[src/rtl/fib_pkg.sv]
// Shared types and constants for the Fibonacci term sequencer.
package fib_pkg;

    // Sequencer control states.
    typedef enum logic [1:0] {
        IDLE = 2'd0,
        INIT = 2'd1,
        RUN  = 2'd2,
        DONE = 2'd3
    } fib_state_t;

    // Default datapath width and term-index width.
    localparam int FIB_WIDTH = 8;
    localparam int FIB_NW    = 5;

    // Index of the largest Fibonacci term that still fits in 'width' bits.
    function automatic int fib_max_index(input int width);
        longint unsigned fa;
        longint unsigned fb;
        longint unsigned ft;
        longint unsigned lim;
        int              idx;
        fa  = 0;
        fb  = 1;
        idx = 0;
        lim = 64'd1 << width;
        for (int i = 0; i < 96; i++) begin
            if (fb >= lim) begin
                return idx;
            end
            ft  = fa + fb;
            fa  = fb;
            fb  = ft;
            idx = idx + 1;
        end
        return idx;
    endfunction

    // Largest representable term index at the default width (13 for 8 bits).
    localparam int FIB_MAX_IDX = fib_max_index(FIB_WIDTH);

endpackage

[src/rtl/fib_seq.sv]
// Fibonacci term sequencer: emits F0..Fn one per cycle into a downstream
// result register through d_out/ld_out/clr_out, stopping early with a sticky
// overflow flag when the next term no longer fits in WIDTH bits.
module fib_seq
    import fib_pkg::*;
#(
    parameter int WIDTH = FIB_WIDTH,
    parameter int NW    = FIB_NW
) (
    input  logic             clk,
    input  logic             clr,
    input  logic             start,
    input  logic [NW-1:0]    n,
    output logic [WIDTH-1:0] d_out,
    output logic             ld_out,
    output logic             clr_out,
    output logic             busy,
    output logic             done,
    output logic             ovf
);

    fib_state_t       state;
    fib_state_t       next_state;

    // a holds the term being emitted, b the next term; b_cy is the carry that
    // b picked up when it was formed, i.e. whether the next term fits at all.
    logic [WIDTH-1:0] a;
    logic [WIDTH-1:0] b;
    logic             b_cy;
    logic [WIDTH:0]   sum;
    logic [NW-1:0]    cnt;
    logic [NW-1:0]    n_lat;
    logic             last_term;
    logic             accept;

    assign sum       = {1'b0, a} + {1'b0, b};
    assign last_term = (cnt == n_lat);
    assign accept    = (state == IDLE) && start;

    // State register; clr returns the sequencer to IDLE on the next edge.
    always_ff @(posedge clk) begin
        if (clr) begin
            state <= IDLE;
        end else begin
            state <= next_state;
        end
    end

    // Next-state logic; the length limit is checked before the overflow so a
    // sequence ending exactly on the largest term finishes cleanly.
    always_comb begin
        next_state = state;
        case (state)
            IDLE: begin
                if (start) begin
                    next_state = INIT;
                end
            end
            INIT: begin
                next_state = RUN;
            end
            RUN: begin
                if (last_term || b_cy) begin
                    next_state = DONE;
                end
            end
            DONE: begin
                next_state = IDLE;
            end
            default: begin
                next_state = IDLE;
            end
        endcase
    end

    // Term pair, counter and latched length; RUN advances the pair every edge.
    always_ff @(posedge clk) begin
        if (clr) begin
            a     <= '0;
            b     <= '0;
            b_cy  <= 1'b0;
            cnt   <= '0;
            n_lat <= '0;
        end else begin
            case (state)
                IDLE: begin
                    if (start) begin
                        n_lat <= n;
                    end
                end
                INIT: begin
                    a    <= '0;
                    b    <= WIDTH'(1);
                    b_cy <= 1'b0;
                    cnt  <= '0;
                end
                RUN: begin
                    a           <= b;
                    {b_cy, b}   <= sum;
                    cnt         <= cnt + 1'b1;
                end
                default: begin
                end
            endcase
        end
    end

    // Sticky overflow flag: set when RUN stops on a term that will not fit,
    // held through IDLE, cleared by the next accepted start or by clr.
    always_ff @(posedge clk) begin
        if (clr) begin
            ovf <= 1'b0;
        end else if (accept) begin
            ovf <= 1'b0;
        end else if ((state == RUN) && !last_term && b_cy) begin
            ovf <= 1'b1;
        end
    end

    // Moore output decode, forced to the reset values while clr is high so the
    // downstream register is cleared and never loaded during a reset.
    always_comb begin
        clr_out = clr || (state == INIT);
        ld_out  = !clr && (state == RUN);
        busy    = !clr && ((state == INIT) || (state == RUN));
        done    = !clr && (state == DONE);
        d_out   = ld_out ? a : '0;
    end

endmodule

[config.mk]
export PLATFORM = sky130hd
export DESIGN_NAME = fib_seq
export DESIGN_NICKNAME = d
export VERILOG_FILES = /design/src/rtl/fib_pkg.sv /design/src/rtl/fib_seq.sv
export SDC_FILE = /design/constraint.sdc
export NUM_CORES = 1
export LEC_CHECK = 0
export ABC_AREA = 1
export CAP_MARGIN = 25
export CORE_MARGIN = 2
export CORE_UTILIZATION = 32
export CTS_CLUSTER_SIZE = 14
export DETAILED_ROUTE_END_ITERATION = 6
export SETUP_SLACK_MARGIN = 0.5
export SYNTH_ARGS = -nofsm -noshare
export SYNTH_HDL_FRONTEND = slang
export SYNTH_SLANG_ARGS = --single-unit
export TNS_END_PERCENT = 100
[constraint.sdc]
create_clock -name clk -period 1.92 [get_ports clk]
set_input_delay 0.48 -clock clk [delete_from_list [all_inputs] [get_ports clk]]
set_output_delay 0.48 -clock clk [all_outputs]
set_load 0.1 [all_outputs]
==> impl_metrics.py <==
metrics = {
    "status": {
        "status": "finished with violations",
        "violations": "negative setup slack",
    },
    "routing": {
        "drcViolationCount": 0,
        "drt_iter0_drc": 43,
        "ant_nets": 0,
        "routed_wl_um": 3570,
        "avgViaCountPerCell": 4.49,
        "wire_per_inst_um": 10.7,
        "vias": 1504,
        "firstDrtPassIters": 4,
    },
    "yosys": {
        "synthTopCellsByArea": "dfxtp_1 37%, ha_1 11%, inv_1 9.3%",
        "synth_edf_count": 0,
        "synth_area_sq_um": 1610,
        "synthArstFlopShare": 0,
        "avgSynthCellArea_sq_um": 7.34,
        "synthDistinctLibCells": 27,
        "ys_seq_elements": 30,
        "synth_nets": 243,
        "ys.flop_type": "dfxtp_1",
        "yosys-top-cells-count": "40 x inv_1, 39 x nand2_1, 30 x dfxtp_1, 24 x nor2_1, 14 x ha_1",
        "synth_area_leader_cell": "dfxtp_1",
        "post-synth-top-count-cell": "inv_1",
        "synth_warnings": 0,
        "synth_top_area_frac": 0.372,
        "yosysSeqAreaShare": 0.372,
        "synthCells": 220,
    },
    "setup_path": {
        "path_cells": "inv_2 > ha_4 > inv_4 > nor2_4 > clkinvlp_4 > buf_12 > nor2_4 > buf_12",
        "cp_slowest_cell": "dfxtp_2",
        "cp_max_fo": 8,
        "worst-r2r-cell-count": 12,
        "critPathArrivalTime_ns": 1.50,
        "critPathCaptureType": "primary output",
        "cp.required_ns": 1.44,
        "r2r_slack_ns": 0.27,
        "critPathMaxStageDelay_ns": 0.32,
        "crit_path_start_kind": "register",
        "timing.rr.end": "b[6]",
        "r2r-start": "state[0]",
        "worstSetupPathType": "reg2out",
    },
    "placement": {
        "io_buffers": 20,
        "placed_cells": 312,
        "dp_hpwl_um": 2470,
        "gp_congestion": 0.741,
    },
    "sta": {
        "min_period_ns": 1.98,
        "tns_ns": -0.438,
        "relSlewSlack": 0.821,
        "hold-worst-slack_ns": 0.467,
        "timing.fmax_mhz": 506,
        "tightest_slew_ns": 0.268,
        "setup_viol": 8,
        "fin_worst_skew_ns": 0.00595,
        "fin_crit_sh": 1.03,
        "finalWorstSetupSlack_ns": -0.0580,
        "drv_slew": 0,
        "rsz0062_at_grt": "true",
        "hold_violations": 0,
    },
    "flow_run": {
        "max-cap-violations": 0,
    },
    "clocking": {
        "clk_pin_slew_ns": 0.06,
        "cts_sinks": 30,
        "cts_buffers": 5,
        "cts_buffer_depth": 2,
        "postCtsHoldBufs": 0,
        "worstSkewPairLatency_ns": 0.28,
        "cts_tree": "done",
        "root_buffer": "clkbuf_8",
        "cts-htree-levels": 2,
    },
    "floorplan": {
        "core_area_sq_um": 4790,
        "die_x_um": 75.0,
        "ios": 21,
        "rows": 25,
        "start_util": 0.337,
        "die-height_um": 75.0,
        "dieArea_sq_um": 5630,
    },
    "global_route": {
        "grt.met1_usage": 0.164,
        "grt_pass1_vias": 1319,
        "met2_usage": 0.231,
        "top_usage_layer": "met2",
        "grt_overflow": 0,
        "grtUsageTotal": 0.137,
        "met3_usage": 0.0442,
        "grt_pass1_wl_um": 5780,
        "grt_max_degree": 16,
        "antenna_found_initial": 0,
    },
    "finish": {
        "nNetsFinal": 290,
        "utilization": 0.529,
        "syn_to_final_growth_pct": 56.7,
        "num-fill-cells": 435,
        "post_route_cells_drive_above_1_share": 0.325,
        "fin_cells": 335,
        "n_antenna_cell": 0,
    },
    "power": {
        "cellLeakagePower_nw": 1.06,
        "power.total_mw": 2.68,
        "power_density_nw_per_um2": 1060,
        "vdd_drop_max_v": 0.000809,
    },
    "worst_hold_path": {
        "min_from": "n_lat[3]",
        "whs_path_depth": 2,
        "hold_path.class": "reg2reg",
        "holdPathEnd": "n_lat[3]",
    },
}
-- routing by layer --
| layer | vias to the layer above | wire, um |
|---|---|---|
| met2 | 20 | 1840 |
| met3 | 5 | 115 |
| met5 | - | 0 |
| met4 | 0 | 50 |
| met1 | 672 | 1570 |
| li1 | 807 | - |
-- cell usage in the layout (no fill, tap or decap), types with 8 or more instances in the layout --
master   synthesis  routed
nand2_1         39      37
inv_1           40      35
dfxtp_1         30      26
buf_12           0      15
nor2_4           1      13
buf_4            0      13
a21oi_1         13      12
nor2_1          24      12
ha_1            14      10
nand3_1          9       8
o21ai_1          5       8
-- how the worst max path moves through the flow --
stage              from       end  slack (ns)
2_1_floorplan  state[0]  d_out[0]       -0.84
3_3_place_gp        clr  d_out[0]       -0.20
3_5_place_dp        clr  d_out[0]       -0.21
4_1_cts        state[0]  d_out[4]       -0.06
5_1_grt        state[0]  d_out[4]       -0.12
6_report       state[0]  d_out[7]       -0.06
-- layout make-up --
type	instances	area (sq um)	area share
Multi-Input combinational cell	146	1030	0.406
Sequential cell	30	608	0.240
Timing Repair Buffer	41	534	0.211
Inverter	42	179	0.0707
Clock buffer	7	86.3	0.0341
Tap cell	67	83.8	0.0331
Timing Repair inverter	1	6.26	0.00247
Clock inverter	1	5.00	0.00198
-- report_power, final --
part	internal, mW	switching [mW]	total [mW]
logic	0.590	0.801	1.39
registers	0.701	0.0596	0.761
clock network	0.289	0.240	0.528
-- repair_timing --
action / CTS / global route
endpoints found under the setup margin: 32 / 31
pin swaps: 11 / 10
resized for setup: 26 / 18
setup buffers: 9 / 5
hold endpoints to repair: 0 / 0
gates cloned: 0 / 1
-- state kept, by name, indices dropped and copies added, names as in the netlist --
name,flops
a,8
b,8
b_cy,1
cnt,5
n_lat,5
ovf,1
state,2
-- worst max-delay path, delay by kind of cell, from the launching register on --
kind / cells / cell delay [ns]
flops: 1 / 0.32
fa+ha+maj: 1 / 0.14
buf+inv: 5 / 0.56
simple gates: 2 / 0.20
-- cell families (layout without fill, tap and decap cells) --
family	count (synthesis)	after routing	synth area share
AOI/OAI and AO/OA	45	45	0.161
adders and majority gates	15	15	0.121
buffers and inverters	44	92	0.112
DFF	30	30	0.372
and+or+nand+nor	83	83	0.218
xor gates and xnor gates	3	3	0.0163
-- stage by stage --
stage / cell area [sq um] / worst slack, ns
6_report: 2530 / -0.0580
4_1_cts: 2440 / -0.0580
3_5_place_dp: 2180 / -0.205
2_1_floorplan: 1710 / -0.837
3_3_place_gp: 2180 / -0.196
5_1_grt: 2530 / -0.119
Power figures use the tool's default switching activity.
